<file path="src/rtl/clk_mgmt_pkg.sv">
// Shared clock-management definitions: MMCM lock sequencer state encoding,
// default timing constants used by clock_generation integration, and small
// elaboration-time helpers for sizing counters.
package clk_mgmt_pkg;

  // FSM state encoding (3 bits); codes 5-7 are illegal
  localparam int STATE_W = 3;
  localparam logic [2:0] ST_RST_ASSERT  = 3'd0;
  localparam logic [2:0] ST_WAIT_LOCK   = 3'd1;
  localparam logic [2:0] ST_STABLE_WAIT = 3'd2;
  localparam logic [2:0] ST_RUN         = 3'd3;
  localparam logic [2:0] ST_FAULT       = 3'd4;

  // Default timing for a 100 MHz board clock
  localparam int DEF_CLK_FREQUENCY       = 100_000_000;
  localparam int DEF_RST_HOLD_CYCLES     = 16;
  localparam int DEF_LOCK_TIMEOUT_CYCLES = 100_000;
  localparam int DEF_STABLE_CYCLES       = 1024;
  localparam int DEF_MAX_RETRIES         = 3;
  localparam int DEF_LOSS_FILTER_CYCLES  = 4;

  // Status counter widths
  localparam int RETRY_W  = 4;
  localparam int RELOCK_W = 16;

  // Largest of three cycle counts, used to size the shared phase timer
  function automatic int max3(input int a, input int b, input int c);
    int m;
    m = a;
    if (b > m) begin
      m = b;
    end else begin
      m = m;
    end
    if (c > m) begin
      m = c;
    end else begin
      m = m;
    end
    return m;
  endfunction

  // Bits needed to hold the value max_count without wrapping
  function automatic int counter_width(input int max_count);
    if (max_count < 1) begin
      return 1;
    end else begin
      return $clog2(max_count + 1);
    end
  endfunction

endpackage

</file>
<file path="src/rtl/sync_2ff.sv">
// Two-flop synchronizer for a single asynchronous level signal.
// Both flops clear on the synchronous reset so the output starts at 0.
module sync_2ff (
  input  logic clk,
  input  logic rst,
  input  logic d,
  output logic q
);

  logic meta_r;
  logic sync_r;

  // Capture the asynchronous input and let the second stage resolve metastability
  always_ff @(posedge clk) begin
    if (rst) begin
      meta_r <= 1'b0;
      sync_r <= 1'b0;
    end else begin
      meta_r <= d;
      sync_r <= meta_r;
    end
  end

  assign q = sync_r;

endmodule

</file>
<file path="src/rtl/mmcm_lock_sequencer.sv">
// MMCM reset / lock sequencer. Holds the MMCM in reset, waits for LOCKED with
// a timeout and a bounded number of retries, demands a stable lock before
// releasing the downstream reset (rstb), filters short lock-loss glitches in
// RUN and forces a relock on a real loss. Runs on the free-running board clock.
module mmcm_lock_sequencer
  import clk_mgmt_pkg::*;
#(
  parameter int CLK_FREQUENCY       = DEF_CLK_FREQUENCY,
  parameter int RST_HOLD_CYCLES     = DEF_RST_HOLD_CYCLES,
  parameter int LOCK_TIMEOUT_CYCLES = DEF_LOCK_TIMEOUT_CYCLES,
  parameter int STABLE_CYCLES       = DEF_STABLE_CYCLES,
  parameter int MAX_RETRIES         = DEF_MAX_RETRIES,
  parameter int LOSS_FILTER_CYCLES  = DEF_LOSS_FILTER_CYCLES
) (
  input  logic                clk_in,
  input  logic                rst,
  input  logic                mmcm_locked_in,
  input  logic                soft_reset_req,
  output logic                mmcm_rst_out,
  output logic                rstb,
  output logic                fault,
  output logic [STATE_W-1:0]  state_out,
  output logic [RETRY_W-1:0]  retry_count,
  output logic [RELOCK_W-1:0] relock_count
);

  // One timer serves RST_ASSERT, WAIT_LOCK and STABLE_WAIT, so it is sized
  // for the longest of the three phases and saturates there.
  localparam int TIMER_MAX = max3(RST_HOLD_CYCLES, LOCK_TIMEOUT_CYCLES, STABLE_CYCLES);
  localparam int TIMER_W   = counter_width(TIMER_MAX);
  localparam int LOSS_W    = counter_width(LOSS_FILTER_CYCLES);

  // Phase ends on the edge that closes its last cycle, i.e. when the timer
  // (cycles already spent) equals the phase length minus one.
  localparam logic [TIMER_W-1:0] TIMER_ONE    = TIMER_W'(1);
  localparam logic [TIMER_W-1:0] TIMER_SAT    = TIMER_W'(TIMER_MAX);
  localparam logic [TIMER_W-1:0] HOLD_LAST    = TIMER_W'(RST_HOLD_CYCLES - 1);
  localparam logic [TIMER_W-1:0] TIMEOUT_LAST = TIMER_W'(LOCK_TIMEOUT_CYCLES - 1);
  localparam logic [TIMER_W-1:0] STABLE_LAST  = TIMER_W'(STABLE_CYCLES - 1);

  localparam logic [LOSS_W-1:0]   LOSS_ONE    = LOSS_W'(1);
  localparam logic [LOSS_W-1:0]   LOSS_SAT    = LOSS_W'(LOSS_FILTER_CYCLES);
  localparam logic [LOSS_W-1:0]   LOSS_LAST   = LOSS_W'(LOSS_FILTER_CYCLES - 1);

  localparam logic [RETRY_W-1:0]  RETRY_LIMIT = RETRY_W'(MAX_RETRIES);
  localparam logic [RELOCK_W-1:0] RELOCK_SAT  = 16'hFFFF;

  // Reject parameter sets the counters cannot represent
  if (CLK_FREQUENCY < 1 || RST_HOLD_CYCLES < 1 || LOCK_TIMEOUT_CYCLES < 1 ||
      STABLE_CYCLES < 1 || LOSS_FILTER_CYCLES < 1 ||
      MAX_RETRIES < 0 || MAX_RETRIES > 15) begin : g_bad_params
    $error("mmcm_lock_sequencer: parameter out of range");
  end

  // Registered state
  logic [STATE_W-1:0]  state_r;
  logic [TIMER_W-1:0]  timer_r;
  logic [LOSS_W-1:0]   loss_cnt_r;
  logic [RETRY_W-1:0]  retry_r;
  logic [RELOCK_W-1:0] relock_count_r;
  logic                mmcm_rst_r;
  logic                rstb_r;
  logic                fault_r;

  // Next-state values
  logic                lk_s;
  logic [STATE_W-1:0]  state_nxt_s;
  logic [TIMER_W-1:0]  timer_nxt_s;
  logic [LOSS_W-1:0]   loss_nxt_s;
  logic [RETRY_W-1:0]  retry_nxt_s;
  logic [RELOCK_W-1:0] relock_nxt_s;
  logic                restart_s;

  sync_2ff u_lock_sync (
    .clk (clk_in),
    .rst (rst),
    .d   (mmcm_locked_in),
    .q   (lk_s)
  );

  // FSM transitions; soft reset overrides everything, timeout/loss beat lock events
  always_comb begin
    state_nxt_s  = state_r;
    retry_nxt_s  = retry_r;
    relock_nxt_s = relock_count_r;
    if (soft_reset_req) begin
      state_nxt_s = ST_RST_ASSERT;
      retry_nxt_s = 4'd0;
    end else begin
      case (state_r)
        ST_RST_ASSERT: begin
          if (timer_r == HOLD_LAST) begin
            state_nxt_s = ST_WAIT_LOCK;
          end else begin
            state_nxt_s = ST_RST_ASSERT;
          end
        end
        ST_WAIT_LOCK: begin
          if (timer_r == TIMEOUT_LAST) begin
            if (retry_r < RETRY_LIMIT) begin
              retry_nxt_s = retry_r + 4'd1;
              state_nxt_s = ST_RST_ASSERT;
            end else begin
              state_nxt_s = ST_FAULT;
            end
          end else if (lk_s) begin
            state_nxt_s = ST_STABLE_WAIT;
          end else begin
            state_nxt_s = ST_WAIT_LOCK;
          end
        end
        ST_STABLE_WAIT: begin
          if (!lk_s) begin
            state_nxt_s = ST_WAIT_LOCK;
          end else if (timer_r == STABLE_LAST) begin
            state_nxt_s = ST_RUN;
            retry_nxt_s = 4'd0;
          end else begin
            state_nxt_s = ST_STABLE_WAIT;
          end
        end
        ST_RUN: begin
          if (!lk_s && (loss_cnt_r == LOSS_LAST)) begin
            state_nxt_s = ST_RST_ASSERT;
            if (relock_count_r != RELOCK_SAT) begin
              relock_nxt_s = relock_count_r + 16'd1;
            end else begin
              relock_nxt_s = relock_count_r;
            end
          end else begin
            state_nxt_s = ST_RUN;
          end
        end
        ST_FAULT: begin
          state_nxt_s = ST_FAULT;
        end
        default: begin
          state_nxt_s = ST_RST_ASSERT;
        end
      endcase
    end
  end

  // Phase timer and loss filter: clear on any state change or restart, else saturate
  always_comb begin
    restart_s   = soft_reset_req || (state_nxt_s != state_r);
    timer_nxt_s = timer_r;
    loss_nxt_s  = loss_cnt_r;
    if (restart_s) begin
      timer_nxt_s = '0;
      loss_nxt_s  = '0;
    end else begin
      if (timer_r == TIMER_SAT) begin
        timer_nxt_s = timer_r;
      end else begin
        timer_nxt_s = timer_r + TIMER_ONE;
      end
      if ((state_r == ST_RUN) && !lk_s) begin
        if (loss_cnt_r == LOSS_SAT) begin
          loss_nxt_s = loss_cnt_r;
        end else begin
          loss_nxt_s = loss_cnt_r + LOSS_ONE;
        end
      end else begin
        loss_nxt_s = '0;
      end
    end
  end

  // State, counters and outputs; outputs are decoded from the next state so they
  // change on the same edge as the state they describe
  always_ff @(posedge clk_in) begin
    if (rst) begin
      state_r        <= ST_RST_ASSERT;
      timer_r        <= '0;
      loss_cnt_r     <= '0;
      retry_r        <= 4'd0;
      relock_count_r <= 16'd0;
      mmcm_rst_r     <= 1'b1;
      rstb_r         <= 1'b0;
      fault_r        <= 1'b0;
    end else begin
      state_r        <= state_nxt_s;
      timer_r        <= timer_nxt_s;
      loss_cnt_r     <= loss_nxt_s;
      retry_r        <= retry_nxt_s;
      relock_count_r <= relock_nxt_s;
      mmcm_rst_r     <= (state_nxt_s == ST_RST_ASSERT) || (state_nxt_s == ST_FAULT);
      rstb_r         <= (state_nxt_s == ST_RUN);
      fault_r        <= (state_nxt_s == ST_FAULT);
    end
  end

  assign mmcm_rst_out = mmcm_rst_r;
  assign rstb         = rstb_r;
  assign fault        = fault_r;
  assign state_out    = state_r;
  assign retry_count  = retry_r;
  assign relock_count = relock_count_r;

endmodule

</file>
<file path="config.mk">
export PLATFORM = sky130hd
export DESIGN_NAME = mmcm_lock_sequencer
export DESIGN_NICKNAME = d
export VERILOG_FILES = /design/src/rtl/clk_mgmt_pkg.sv /design/src/rtl/sync_2ff.sv /design/src/rtl/mmcm_lock_sequencer.sv
export SDC_FILE = /design/constraint.sdc
export NUM_CORES = 1
export LEC_CHECK = 0
export ABC_AREA = 1
export CORE_ASPECT_RATIO = 0.8
export CORE_MARGIN = 10
export CORE_UTILIZATION = 56
export CTS_BUF_LIST = sky130_fd_sc_hd__clkbuf_8 sky130_fd_sc_hd__clkbuf_16
export DETAILED_ROUTE_END_ITERATION = 8
export PLACE_DENSITY = 0.8
export SLEW_MARGIN = 20
export SYNTH_ARGS = -nofsm -noshare
export SYNTH_HDL_FRONTEND = slang
export SYNTH_SLANG_ARGS = --single-unit
</file>
<file path="constraint.sdc">
create_clock -name clk_in -period 2.2 [get_ports clk_in]
set_input_delay 0.66 -clock clk_in [delete_from_list [all_inputs] [get_ports clk_in]]
set_output_delay 0.66 -clock clk_in [all_outputs]
set_load 0.05 [all_outputs]
</file>
==> results.yml <==
cts:
  h-tree-depth: 2
  cts.clk_slew.worst_paths_ps: 90
  ctsResizeCount: 0
  root_buffer: "clkbuf_8"
  postCtsSetupRepairBufs: 0
  clk_latency_ps: 300
  numCtsBuffers: 5
  clockBufferDepth: 2
  ctsHoldBuffers: 0
  cts_tree: "yes"
  cts.sinks: 48
sta:
  rsz0062_at_grt: "no"
  fmax_mhz: 462
  tns_ps: 0
  drv_slew: 0
  worst_slew_pin_slew_ps: 505
  finalCritPeriodShare_pct: 98.5
  period_needed_ps: 2170
  hold_viol_final: 0
  finalSetupViolCount: 0
  fin_skew_ps: 4.43
  slew-limit-headroom_pct: 66.2
synth:
  async_flop_share_pct: 0
  synth_enable_flop_cells: 0
  synth_common_cells: "nand2_1, nor2_1, inv_1"
  synth_top_area_share_pct: 37.1
  synthAdderAreaFrac_pct: 3.38
  ys_seq_area_share_pct: 37.1
  syn_nets: 378
  synth-simple-area-share_pct: 35.2
  synthFlopType: "dfxtp_1"
  synth_xor_area_share_pct: 9.81
  synth.area.mux_share_pct: 0
  synthCells: 367
  post_synth.cell_area_avg_um2: 7.06
  synth-seq-cells: 48
  synth_compound_area_share_pct: 5.12
  synth_area_um2: 2590
  synth.most_common_cell: "nand2_1"
  synth_top_family_by_area: "simple AND/OR/NAND/NOR gates"
  ys_top_cells_by_area: "dfxtp_1, nand2_1, nor2_1"
  yosysTopAreaCell: "dfxtp_1"
  ys_warn_count: 0
  yosys.cell_types.count: 28
global_routing:
  grt_pass1_wl_um: 9740
  antenna_found_initial: 0
  track_usage_pct: 15.4
  grt_pass1_vias: 2184
  grt_max_degree: 18
  grt_remaining_overflow: 0
worst_setup_path:
  critPathBufInv: 1
  cp.arrival_ps: 1510
  cp-start-kind: "flop"
  cpLargestDelayFamily: "buffers and inverters"
  max_stage_delay_ps: 830
  rr_startpoint: "timer_r[0]"
  rr_worst_depth: 8
  critical_path_class: "reg2out"
  worst_ep_required_time_ps: 1540
  cp-end-kind: "output port"
  crit_chain: "clkdlybuf4s50_1"
  crit_fanout: 3
  reg2reg_to: "retry_count[1]"
  cp_slowest_cell: "clkdlybuf4s50_1"
  r2r_slack_ps: 280
min_path:
  hp-start: "u_lock_sync.meta_r"
  min_path_type: "reg2reg"
  min_path_cells: 2
  hold_end: "u_lock_sync.q"
drt:
  ant_nets: 0
  routed_wl_um: 5710
  wl_met1_um: 2850
  drt_iter0_markers: 164
  drt-wirelength-per-cell_um: 12.3
  viasPerCell: 5.04
  dr_wl_met3_um: 392
  num_vias: 2344
  highest_layer: "met4"
  wl_met2_um: 2390
  firstDrtPassIters: 4
  drc_errors: 0
placement:
  place_congestion: 0.874
  portBuffers: 29
  dpl.cell_count: 457
  hpwl_um: 4370
die:
  rows: 22
  core_um2: 4540
  design.die.area_um2: 7760
  start_util_pct: 57.0
  chipWidth_um: 96.0
  ios: 30
  fp.dieH_um: 80.8
power:
  finalPower_mw: 1.49
  peakVddDrop_uv: 432
  power_density_nw_per_um2: 490
  p_sw_share_pct: 23.0
  p_sw_mw: 0.342
  intPower_mw: 1.15
  p_clk_share_pct: 38.0
  seqPwrFrac_pct: 58.7
  leakage_nw: 1.19
  comb_power_share_pct: 3.3
final_layout:
  regArea_um2: 961
  antennaDiodeCount: 0
  fin_cells: 465
  multi_input_area_um2: 1390
  nets: 415
  syn2layout_area_growth_pct: 17.2
  drive_gt1_share_pct: 15.1
  fillers: 421
job:
  cap_viol_max_count: 0
outcome:
  status: "finished clean"
[layer usage]
metal / vias up / global-route usage, %
li1: 1224 / -
met5: - / 0
met1: 1049 / 20.9
met3: 8 / 4.42
met2: 63 / 23.2
met4: 0 / 4.26
[through the flow]
stage	util, %	area, µm²	hold slack [ps]	worst slack (ps)
CTS	66.9	3040	424	35.7
global route	66.9	3040	455	2.13
floorplan	-	2590	388	102
finish	66.9	3040	416	33.8
global placement	64.7	2940	396	218
detailed placement	64.7	2940	411	164
[power groups by stage]
| stage | sequential, mW | combinational (mW) | clock [mW] |
|---|---|---|---|
| after floorplan | 0.894 | 0.0304 | 0 |
| after global placement | 0.895 | 0.0485 | 0 |
| after detailed placement | 0.895 | 0.0492 | 0 |
| after CTS | 0.874 | 0.0494 | 0.580 |
| after global routing | 0.875 | 0.0556 | 0.606 |
| final | 0.874 | 0.0490 | 0.566 |
[layout by cell type, fill, tap and decap left out, types with 11 or more instances in the layout]
cell type   n
a21oi_1    17
buf_4      26
nand4_1    11
dfxtp_1    48
nand2_1    77
nand3_1    20
inv_1      50
nor2_1     51
nor2_2     13
xor2_1     19
[cells by family (layout without fill, tap and decap cells)]
group,after synthesis,after routing
DFF,48,48
AOI/OAI and AO/OA,26,26
xor gates and xnor gates,29,29
adders and majority gates,7,7
and+or+nand+nor,196,196
buffers and inverters,61,99
[state kept, by name, indices dropped and copies added, names as in the netlist]
| name | flops |
|---|---|
| retry_count | 4 |
| relock_count | 16 |
| timer_r | 17 |
| rstb | 1 |
| fault | 1 |
| loss_cnt_r | 3 |
| u_lock_sync.meta_r | 1 |
| u_lock_sync.q | 1 |
| state_out | 3 |
| mmcm_rst_out | 1 |
[worst max-delay path by stage]
| stage | to | from | cells after the start |
|---|---|---|---|
| floorplan | relock_count[5] | relock_count[0] | 9 |
| global placement | timer_r[10] | soft_reset_req | 7 |
| detailed placement | timer_r[9] | soft_reset_req | 7 |
| CTS | relock_count[1] | relock_count[1] | 1 |
| global route | relock_count[1] | relock_count[1] | 1 |
| finish | retry_count[1] | retry_count[1] | 1 |
[final cells by class]
class,count,share of cell area (%)
well taps,60,2.47
repair buffers,37,10.4
inverters,54,6.67
flip-flops and latches,48,31.6
multi-input cells,258,45.6
clock buffers,6,2.72
clock inverters,2,0.494
Note: power is estimated with default switching activity, not from simulation.
